### config.mk
export PLATFORM = sky130hd
export DESIGN_NAME = ecc_scrub_ctrl
export DESIGN_NICKNAME = d
export VERILOG_FILES = /design/src/rtl/ecc_scrub_ctrl.sv
export SDC_FILE = /design/constraint.sdc
export NUM_CORES = 1
export LEC_CHECK = 0
export CAP_MARGIN = 10
export CORE_MARGIN = 3
export CORE_UTILIZATION = 53
export CTS_CLUSTER_SIZE = 25
export DETAILED_ROUTE_END_ITERATION = 8
export GPL_ROUTABILITY_DRIVEN = 0
export PLACE_DENSITY = 0.91
export SYNTH_ARGS = -nofsm -noshare
export SYNTH_HDL_FRONTEND = slang
export SYNTH_SLANG_ARGS = --single-unit
### constraint.sdc
create_clock -name i_clk -period 3.4 [get_ports i_clk]
set_input_delay 0.68 -clock i_clk [delete_from_list [all_inputs] [get_ports i_clk]]
set_output_delay 0.68 -clock i_clk [all_outputs]
set_load 0.02 [all_outputs]
### src/rtl/ecc_scrub_ctrl.sv
// Background SECDED scrubber: sweeps a Hamming(7,4)+parity codeword RAM, writes back corrected
// words, counts correctable/uncorrectable errors. The host port always has priority.
module ecc_scrub_ctrl #(
  parameter int unsigned DEPTH  = 16,
  parameter int unsigned ADDR_W = 4,
  parameter int unsigned CNT_W  = 8
) (
  input  logic              i_clk,
  input  logic              i_rst,
  input  logic              i_scrub_en,
  input  logic              i_start,
  input  logic [15:0]       i_interval,
  input  logic              i_host_req,
  input  logic              i_host_we,
  input  logic [ADDR_W-1:0] i_host_addr,
  output logic              o_mem_re,
  output logic              o_mem_we,
  output logic [ADDR_W-1:0] o_mem_addr,
  output logic [7:0]        o_mem_wdata,
  input  logic [7:0]        i_mem_rdata,
  output logic [7:0]        o_dec_codeword,
  input  logic [3:0]        i_dec_data,
  input  logic              i_dec_1bit,
  input  logic              i_dec_2bit,
  input  logic              i_dec_parity,
  output logic              o_busy,
  output logic              o_done,
  output logic [CNT_W-1:0]  o_corr_cnt,
  output logic [CNT_W-1:0]  o_uncorr_cnt,
  output logic [ADDR_W-1:0] o_last_uncorr_addr,
  output logic              o_uncorr_irq,
  input  logic              i_irq_clr
);

  typedef enum logic [2:0] {StIdle, StWait, StRead, StCheck, StWrite} state_e;

  state_e            r_state, w_state_nxt;
  logic [ADDR_W-1:0] r_addr;
  logic [15:0]       r_timer;
  logic [7:0]        r_wdata;
  logic [7:0]        r_codeword;
  logic              r_cancel;
  logic [CNT_W-1:0]  r_corr_cnt;
  logic [CNT_W-1:0]  r_uncorr_cnt;
  logic [ADDR_W-1:0] r_last_uncorr;
  logic              r_irq;
  logic              r_done;

  logic              w_last;
  logic              w_snoop;
  logic              w_fix;
  logic              w_write_go;
  logic              w_adv;
  logic              w_sweep_end;
  state_e            w_after_sweep;

  // Bits 6:0 = {d3,d2,d1,p4,d0,p2,p1}, bit 7 = even parity over 6:0.
  function automatic logic [7:0] f_encode(input logic [3:0] d);
    logic [6:0] c;
    c = {d[3], d[2], d[1], d[1] ^ d[2] ^ d[3], d[0], d[0] ^ d[2] ^ d[3], d[0] ^ d[1] ^ d[3]};
    return {^c, c};
  endfunction

  assign w_last        = (r_addr == ADDR_W'(DEPTH - 1));
  assign w_snoop       = i_host_we && (i_host_addr == r_addr);
  assign w_fix         = i_dec_1bit || i_dec_parity;
  assign w_write_go    = (r_state == StWrite) && !i_host_req;
  assign w_adv         = ((r_state == StCheck) && (i_dec_2bit || !w_fix)) || w_write_go;
  assign w_sweep_end   = w_adv && w_last;
  assign w_after_sweep = i_scrub_en ? StWait : StIdle;

  always_ff @(posedge i_clk or posedge i_rst) begin
    if (i_rst) begin
      r_state <= StIdle;
    end else begin
      r_state <= w_state_nxt;
    end
  end

  always_comb begin
    w_state_nxt = r_state;
    unique case (r_state)
      StIdle: begin
        if (i_start) begin
          w_state_nxt = StRead;
        end else if (i_scrub_en) begin
          w_state_nxt = StWait;
        end
      end
      StWait: begin
        if (i_start) begin
          w_state_nxt = StRead;
        end else if (!i_scrub_en) begin
          w_state_nxt = StIdle;
        end else if (r_timer == 16'd0) begin
          w_state_nxt = StRead;
        end
      end
      StRead: begin
        if (!i_host_req) begin
          w_state_nxt = StCheck;
        end
      end
      StCheck: begin
        if (!i_dec_2bit && w_fix) begin
          w_state_nxt = StWrite;
        end else begin
          w_state_nxt = w_last ? w_after_sweep : StRead;
        end
      end
      StWrite: begin
        if (!i_host_req) begin
          w_state_nxt = w_last ? w_after_sweep : StRead;
        end
      end
      default: w_state_nxt = StIdle;
    endcase
  end

  always_comb begin
    o_mem_re = 1'b0;
    o_mem_we = 1'b0;
    o_busy   = 1'b0;
    unique case (r_state)
      StRead: begin
        o_busy   = 1'b1;
        o_mem_re = !i_host_req;
      end
      StCheck: o_busy = 1'b1;
      StWrite: begin
        o_busy   = 1'b1;
        o_mem_we = !i_host_req && !r_cancel && !w_snoop;
      end
      default: ;
    endcase
  end

  always_ff @(posedge i_clk or posedge i_rst) begin
    if (i_rst) begin
      r_addr        <= '0;
      r_timer       <= 16'd0;
      r_wdata       <= 8'd0;
      r_codeword    <= 8'd0;
      r_cancel      <= 1'b0;
      r_corr_cnt    <= '0;
      r_uncorr_cnt  <= '0;
      r_last_uncorr <= '0;
      r_irq         <= 1'b0;
      r_done        <= 1'b0;
    end else begin
      r_done <= w_sweep_end;

      if ((r_state == StIdle) || (r_state == StWait)) begin
        r_addr <= '0;
      end else if (w_adv && !w_last) begin
        r_addr <= r_addr + 1'b1;
      end

      // Reload whenever WAIT may be entered next: from IDLE or at sweep end.
      if ((r_state == StIdle) || w_sweep_end) begin
        r_timer <= i_interval;
      end else if ((r_state == StWait) && (r_timer != 16'd0)) begin
        r_timer <= r_timer - 16'd1;
      end

      if (r_state == StCheck) begin
        r_codeword <= i_mem_rdata;
        r_wdata    <= f_encode(i_dec_data);
        r_cancel   <= w_snoop;
      end else if (r_state == StWrite) begin
        r_cancel <= r_cancel || w_snoop;
      end

      if ((r_state == StCheck) && i_dec_2bit) begin
        if (r_uncorr_cnt != '1) begin
          r_uncorr_cnt <= r_uncorr_cnt + 1'b1;
        end
        r_last_uncorr <= r_addr;
      end else if ((r_state == StCheck) && w_fix) begin
        if (r_corr_cnt != '1) begin
          r_corr_cnt <= r_corr_cnt + 1'b1;
        end
      end

      if ((r_state == StCheck) && i_dec_2bit) begin
        r_irq <= 1'b1;
      end else if (i_irq_clr) begin
        r_irq <= 1'b0;
      end
    end
  end

  // Read data arrives during CHECK; pass it straight through then, hold the copy afterwards.
  assign o_dec_codeword     = (r_state == StCheck) ? i_mem_rdata : r_codeword;
  assign o_mem_addr         = r_addr;
  assign o_mem_wdata        = r_wdata;
  assign o_done             = r_done;
  assign o_corr_cnt         = r_corr_cnt;
  assign o_uncorr_cnt       = r_uncorr_cnt;
  assign o_last_uncorr_addr = r_last_uncorr;
  assign o_uncorr_irq       = r_irq;

endmodule

After elaboration in Yosys (flattened, before gate mapping) --
Index checks and enable logic that the tools add are counted.
Word-level totals: bits in registers 62, input bits 42, output and inout bits 45, logic and storage cells 92
Cells by class: add/subtract/negate cells 4, equality and inequality tests 12, multiplexer cells 23, bitwise logic cells 7, reductions and logical operators 35
Operators by type and width (count):
- 2-to-1 mux 16 bit | 2
- 2-to-1 mux 3 bit | 8
- adder 8 x 1 -> 8 bit (second input constant) | 2
- logical NOT 16 bit | 1
- inequality test 8 bit (second input constant) | 2
- nonzero test 16 bit | 1
- subtractor 16 x 1 -> 16 bit (second input constant) | 1
- case mux 3 bit (5 select lines) | 1
- logical AND 1 bit | 11
- 2-to-1 mux 1 bit | 8
- 2-to-1 mux 4 bit | 2
- 2-to-1 mux 8 bit | 1
- nonzero test 2 bit | 4
- XOR reduction 7 bit | 1
- equality test 3 x 2 -> 1 bit (second input constant) | 2
- logical NOT 1 bit | 6
- logical OR 1 bit | 6
- bitwise XOR 1 bit | 6
- adder 4 x 1 -> 4 bit (second input constant) | 1
- equality test 4 bit | 1
- equality test 4 bit (second input constant) | 1
- inequality test 2 bit (second input constant) | 2
- inequality test 4 bit (second input constant) | 1
- AND reduction 4 bit | 1
- other kinds (9) | 9

Depth between registers and ports, before layout --
Gate-level depths: netlist of the first run.
depth in word-level cells 8, mapped depth 8, mapped depth without buffers 6

Least setup slack after synthesis of the first run --
Ideal clock, no wire load.
kind flip-flop to flip-flop, from register r_addr[0] (netlist: o_mem_addr[0]), to register r_timer[13], setup time 0.132 ns, data arrival time 2.027 ns, required time 3.268 ns, slack 1.241 ns, cell stages (with the launch flop) 9, path buffers 3, period minus slack after synthesis 2.159 ns, path through dfrtp_1 ha_1 and3_1 clkbuf_1 a22oi_1 and2_1 clkbuf_2 clkbuf_8 a31oi_1
Between the ends: word-level cells in the longest chain between the ends 4, elaborated cells on any way between the ends 5, those cells by class eq/ne: 1; mux: 1; reduce/logical: 3
Ends and longest elaborated chain:
- start: declaration | RTL line 38 | logic [ADDR_W-1:0] r_addr;
- start signal: assignment | RTL line 156 | r_addr <= r_addr + 1'b1;
- equality test 4 bit (*) | RTL line 64 | assign w_last = (r_addr == ADDR_W'(DEPTH - 1));
- logical AND 1 bit (*) | RTL line 69 | assign w_sweep_end = w_adv && w_last;
- logical OR 1 bit (*) | RTL line 160 | if ((r_state == StIdle) || w_sweep_end) begin
- 2-to-1 mux 16 bit / nonzero test 2 bit (equally long branches)
- end signal: assignment | RTL line 161 | r_timer <= i_interval;
- end signal: assignment | RTL line 163 | r_timer <= r_timer - 16'd1;
- end: declaration | RTL line 39 | logic [15:0] r_timer;
Mark *: on every way between the ends. The rest lies on a longest branch, timed or not. A chain may end at the register's enable or synchronous reset.

Final worst setup path of the first run --
from input port i_host_addr[2], to output port o_mem_we
Between the ends: word-level cells in the longest chain between the ends 5
Ends and longest elaborated chain:
- start: declaration | RTL line 15 | input logic [ADDR_W-1:0] i_host_addr,
- equality test 4 bit | RTL line 65 | assign w_snoop = i_host_we && (i_host_addr == r_addr);
- logical AND 1 bit | RTL line 65
- logical NOT 1 bit | RTL line 132 | o_mem_we = !i_host_req && !r_cancel && !w_snoop;
- logical AND 1 bit | RTL line 132
- 2-to-1 mux 1 bit | RTL line 124 | unique case (r_state)
- end: declaration | RTL line 17 | output logic o_mem_we,
Every way passes these cells.

==> results.sh, run 1 <==
export IMPL_status="complete, no violations"
export IMPL_start_util_pct=55.25
export IMPL_synthesis_area_sq_um=3291
export IMPL_finalHoldViolations=0
export IMPL_peakVddDrop_uv=529.6
export IMPL_hpwl_um=5608
export IMPL_totalWireLength_um=8097
export IMPL_crit_slowest_cell="clkdlybuf4s50_1"
export IMPL_finalPower_mw=3.490
export IMPL_rows=28
export IMPL_die_x_um=84.80
export IMPL_regArea_sq_um=1551
export IMPL_postCtsSetupRepairBufs=0
export IMPL_yosysWarnings=0
export IMPL_synthTopCellsByCount="dfrtp_1, nand2_1, a21oi_1, a31oi_1, xnor2_1"
export IMPL_yosys_top_cells_area="dfrtp_1, nand2_1, xnor2_1"
export IMPL_period_share_pct=95.53
export IMPL_grt_util_all_layers_pct=24.19
export IMPL_fillers=449
export IMPL_synth_edf_count=0
export IMPL_skew_ns=0.009868
export IMPL_clk_latency_ns=0.34
export IMPL_worstPathRequired_ns=2.72
export IMPL_hp_class="flip-flop to flip-flop"
export IMPL_period_needed_ns=3.248
export IMPL_synth_top_area_share_pct=47.15
export IMPL_multi_input_area_sq_um=1614
export IMPL_cts_max_level=3
export IMPL_area_growth_pct=32.32
export IMPL_place_inst=485
export IMPL_yosys_register_bits=62
export IMPL_yosysTopAreaCell="dfrtp_1"
export IMPL_setup_violations=0
export IMPL_fin_cells=499
export IMPL_ys_seq_area_share_pct=47.15
export IMPL_maxSlewHeadroom_pct=46.85
export IMPL_antennaDiodeCount=0
export IMPL_power_switching_mw=1.431
export IMPL_cts_buffers_inserted=9
export IMPL_switching_share_pct=40.99
export IMPL_cp_common_cell="clkdlybuf4s50_1"
export IMPL_drt_iter0_drc=170
export IMPL_die_area_sq_um=7190
export IMPL_wire_per_inst_um=16.23
export IMPL_clockPowerShare_pct=16.6
export IMPL_slew_violations=0
export IMPL_crit_type="input pin to output port"
export IMPL_cap_violations=0
export IMPL_powerDensity_nw_per_um2=801.6
export IMPL_syn_num_nets=381
export IMPL_core_sq_um=5956
export IMPL_syn_area_per_cell_sq_um=9.823
export IMPL_max_freq_mhz=307.9
export IMPL_path_max_fanout=2
export IMPL_antenna_found_initial=0
export IMPL_yosysUniqueCellTypes=54
export IMPL_drive_gt1_share_pct=8.255
export IMPL_path_clk_slew_ns=0.07
export IMPL_io_pins=87
export IMPL_clockBufferDepth=2
export IMPL_die_h_um=84.80
export IMPL_cp_cell_sequence="clkdlybuf4s50_1, xor2_1, nor3_1, nand3_1, and4b_1, clkdlybuf4s50_1"
export IMPL_post_drt_via_cell_ratio=5.930
export IMPL_synthFlopType="dfrtp_1"
export IMPL_synth_most_common_cell="dfrtp_1"
export IMPL_drc=0
export IMPL_firstDrtPassIters=4
export IMPL_port_buffers=86
export IMPL_internal_power_mw=2.060
export IMPL_holdBufCountCts=0
export IMPL_combPwrFrac_pct=45.6
export IMPL_final_nets=467
export IMPL_crit_family="buffers and inverters"
export IMPL_fin_tns_setup_ns=0
export IMPL_grt_pass1_vias=2952
export IMPL_postSynth_asyncResetShare_pct=100.0
export IMPL_sequentialPowerShare_pct=37.8
export IMPL_cts_sinks=62
export IMPL_setup_worst_path_start_class="input pin"
export IMPL_end_kind="output port"
export IMPL_grt_pass1_wl_um=13900
export IMPL_worst_pin_slew_ns=0.7913
export IMPL_overflow=0
export IMPL_cts_root_buf="clkbuf_8"
export IMPL_vias=2959
export IMPL_synthCells=335
export IMPL_grt_max_degree=63
export IMPL_leakage_nw=1.750
export IMPL_slowest_delay_ns=0.54
export IMPL_cts_tree="built"
export IMPL_ctsResizeCount=0
export IMPL_cp_arrival_ns=2.57
export IMPL_path_buf_inv=2
export IMPL_antenna_left=0
export IMPL_rsz0062_at_grt="no"
worst reg2reg max path: cells and delay by family (launching register included):
kind             cells  cell delay, ns
AND/OR/NAND/NOR      3            1.60
flip-flops           1            0.58
AO/OA/AOI/OAI        1            0.18
through the flow:
stage	worst slack [ns]	hold WS (ns)	cell area [sq um]	util, %
2_1_floorplan	1.179	0.4700	3291	-
3_3_place_gp	0.2385	0.4554	4180	70.19
3_5_place_dp	0.1837	0.4584	4180	70.19
4_1_cts	0.1812	0.4790	4354	73.11
5_1_grt	0.1072	0.5096	4354	73.11
6_report	0.1519	0.4763	4354	73.11
cell type report:
type	instances	area share (%)
multi-input combinational	250	37.07
sequential	62	35.63
timing repair buffer	90	20.46
clock buffer	13	3.879
tap	75	2.155
inverter	8	0.6897
clock inverter	1	0.1149
per-layer routing:
layer / vias to the layer above / track usage, % / part of all wire (%)
met5: - / 0 / 0
met1: 1413 / 32.12 / 43
met4: 0 / 10.94 / 2.1
met3: 14 / 5.103 / 6.3
met2: 112 / 38.22 / 49
li1: 1420 / - / -
sequential cells by signal, summed over array words and instances, names as in the netlist:
register and count:
o_corr_cnt 8, o_done 1, o_last_uncorr_addr 4, o_mem_addr 4, o_mem_wdata 8, o_uncorr_cnt 8, o_uncorr_irq 1, r_cancel 1
r_codeword 8, r_state 3, r_timer 16
power by group through the flow:
| stage | Sequential, mW | Clock, mW | Combinational, mW |
|---|---|---|---|
| global placement | 1.30 | 0 | 1.54 |
| detailed placement | 1.32 | 0 | 1.59 |
| floorplan | 1.37 | 0 | 0.892 |
| global route | 1.37 | 0.624 | 1.76 |
| finish | 1.32 | 0.581 | 1.59 |
| CTS | 1.31 | 0.594 | 1.60 |
placed cells by master, fill, tap and decap left out, types with 6 or more instances in the layout:
cell type / Yosys / routed
a21oi_1: 23 / 23
a31oi_1: 19 / 19
clkbuf_8: 3 / 12
clkdlybuf4s50_1: 0 / 86
dfrtp_1: 62 / 62
inv_1: 8 / 7
mux2_2: 6 / 6
nand2_1: 50 / 50
nand3_1: 9 / 9
nand4_1: 7 / 7
nor2_1: 7 / 7
o21ai_0: 11 / 11
o21ai_1: 6 / 6
o31ai_1: 9 / 9
or3_1: 13 / 13
or4_1: 11 / 11
xnor2_1: 16 / 16
xor2_1: 8 / 8
logic make-up after synthesis:
kind of cell    Yosys count  synth area share, %
simple gates            135                23.69
compound gates           81                15.40
flops                    62                47.15
xor+xnor                 24                6.388
buf+inv                  23                3.802
mux                       6                2.053
fa+ha+maj                 4                1.521
final timing paths:
check | startpoint | endpoint | slack [ns] | cells after the start
worst min register to register | r_codeword[0] | r_codeword[0] | 0.48 | 2
worst min-delay path | r_codeword[0] | r_codeword[0] | 0.48 | 2
min in group asynchronous | i_rst | o_corr_cnt[6] | 0.90 | 3
worst max-delay path | i_host_addr[2] | o_mem_we | 0.15 | 6
worst max register to register | r_state[0] | r_timer[14] | 0.97 | 4
max in group asynchronous | i_rst | r_timer[11] | 1.98 | 3
(Power assumes the default switching activity.)
==> inputs of run 2 (changes only) <==
clock period = 4.22 ns   (was 3.4 ns; I/O delays follow)
==> results.sh, run 2 (synthesis results as in run 1) <==
export IMPL_status="complete, no violations"
export IMPL_worstPathRequired_ns=3.38
export IMPL_combPwrFrac_pct=45.9
export IMPL_cap_violations=0
export IMPL_regToRegEndpoint="r_timer[14]"
export IMPL_post_drt_via_cell_ratio=5.946
export IMPL_leakage_nw=1.744
export IMPL_crit_type="input pin to output port"
export IMPL_rr_worst_depth=4
export IMPL_overflow=0
export IMPL_path_buf_inv=2
export IMPL_area_growth_pct=32.13
export IMPL_drt_iter0_drc=195
export IMPL_hpwl_um=5800
export IMPL_grt_pass1_wl_um=13890
export IMPL_hp_class="flip-flop to flip-flop"
export IMPL_setup_violations=0
export IMPL_antennaDiodeCount=0
export IMPL_cts_tree="built"
export IMPL_wire_per_inst_um=16.13
export IMPL_rrSetupSlack_ns=1.79
export IMPL_core_sq_um=5956
export IMPL_die_x_um=84.80
export IMPL_cts_buffers_inserted=9
export IMPL_finalInstanceArea_sq_um=4348
export IMPL_path_max_fanout=2
export IMPL_die_area_sq_um=7190
export IMPL_hold_path_end="r_codeword[1]"
export IMPL_max_freq_mhz=283.9
export IMPL_grt_util_all_layers_pct=23.93
export IMPL_firstDrtPassIters=4
export IMPL_antenna_left=0
export IMPL_drive_gt1_share_pct=8.451
export IMPL_grt_max_degree=45
export IMPL_crit_slowest_cell="clkdlybuf4s50_1"
export IMPL_sequentialPowerShare_pct=38.0
export IMPL_final_nets=467
export IMPL_largest_reg_flops=16
export IMPL_cts_sinks=62
export IMPL_clockBufferDepth=2
export IMPL_holdPathStages=2
export IMPL_skew_ns=0.01021
export IMPL_internal_power_mw=1.632
export IMPL_place_inst=485
export IMPL_totalWireLength_um=8081
export IMPL_holdBufCountCts=0
export IMPL_die_h_um=84.80
export IMPL_fin_tns_setup_ns=0
export IMPL_layout_commonest_cell="clkdlybuf4s50_1"
export IMPL_clk_latency_ns=0.33
export IMPL_cp_arrival_ns=2.68
export IMPL_pre_cts_slack_ns=0.7154
export IMPL_mostFrequentLayoutCells="clkdlybuf4s50_1, dfrtp_1, nand2_1, a21oi_1, a31oi_1"
export IMPL_period_needed_ns=3.523
export IMPL_slowest_delay_ns=0.54
export IMPL_path_clk_slew_ns=0.06
export IMPL_antenna_found_initial=0
export IMPL_period_share_pct=83.48
export IMPL_vias=2979
export IMPL_start_util_pct=55.25
export IMPL_max_flop_register="r_timer"
export IMPL_drc=0
export IMPL_finalHoldViolations=0
export IMPL_power_switching_mw=1.164
export IMPL_cp_cell_sequence="clkdlybuf4s50_1, xor2_1, nor3_1, nand3_1, and4b_1, clkdlybuf4s50_1"
export IMPL_cts_root_buf="clkbuf_8"
export IMPL_setup_worst_path_start_class="input pin"
export IMPL_rsz0062_at_grt="no"
export IMPL_cp_common_cell="clkdlybuf4s50_1"
export IMPL_rows=28
export IMPL_worst_pin_slew_ns=0.8923
export IMPL_clockPowerShare_pct=16.0
export IMPL_io_pins=87
export IMPL_crit_family="buffers and inverters"
export IMPL_worstHoldStart="r_codeword[1]"
export IMPL_switching_share_pct=41.63
export IMPL_setup_ws_ns=0.6971
export IMPL_fin_cells=501
export IMPL_peakVddDrop_uv=424.0
export IMPL_finalPower_mw=2.795
export IMPL_maxSlewHeadroom_pct=40.43
export IMPL_ctsResizeCount=0
export IMPL_powerDensity_nw_per_um2=642.9
export IMPL_slew_violations=0
export IMPL_place_area_sq_um=4180
export IMPL_postCtsSetupRepairBufs=0
export IMPL_port_buffers=86
export IMPL_grt_pass1_vias=2959
export IMPL_r2r_start="r_state[2]"
export IMPL_end_kind="output port"
export IMPL_cts_max_level=3
-- run 2: final cells by class --
type | instances | area [sq um]
Clock buffer | 12 | 145.1
Fill cell | 465 | 1608
Timing Repair Buffer | 90 | 890.9
Sequential cell | 62 | 1551
Multi-Input combinational cell | 250 | 1614
Inverter | 8 | 30.03
Tap cell | 75 | 93.84
Clock inverter | 4 | 22.52
-- run 2: layer usage --
metal / vias up / part of all wire [%] / track usage (%) / wire [um]
met2: 114 / 48 / 38.22 / 3915
met1: 1431 / 43 / 31.42 / 3441
met5: - / 0 / 0 / 0
li1: 1413 / - / - / -
met3: 21 / 6.7 / 5.888 / 542
met4: 0 / 2.2 / 9.496 / 181
-- run 2: how the worst max path moves through the flow --
stage                        start       end  slack [ns]  cells after the start
CTS                 i_host_addr[2]  o_mem_we        0.71                      6
finish              i_host_addr[2]  o_mem_we        0.70                      6
detailed placement  i_host_addr[2]  o_mem_we        0.72                      6
global placement    i_host_addr[2]  o_mem_we        0.73                      6
global route        i_host_addr[2]  o_mem_we        0.59                      6
floorplan           i_host_addr[2]  o_mem_we        1.79                      4
-- run 2: power groups by stage --
| stage | clock (mW) | sequential (mW) | combinational [mW] |
|---|---|---|---|
| final | 0.449 | 1.06 | 1.28 |
| after global routing | 0.493 | 1.10 | 1.42 |
| after CTS | 0.457 | 1.06 | 1.29 |
| after global placement | 0 | 1.05 | 1.24 |
| after floorplan | 0 | 1.10 | 0.719 |
| after detailed placement | 0 | 1.06 | 1.29 |
-- run 2: worst register-to-register path: stages (launching register included) --
cell and delay [ns]:
dfrtp_1 0.54, or3b_1 0.65, or4_4 0.51, or4_1 0.47
a31oi_1 0.18
-- run 2: stage by stage --
step | util [%] | hold WS, ns
final | 73.00 | 0.4754
after global routing | 73.00 | 0.5046
after global placement | 70.19 | 0.4529
after floorplan | - | 0.4700
after detailed placement | 70.19 | 0.4607
after CTS | 73.00 | 0.4782
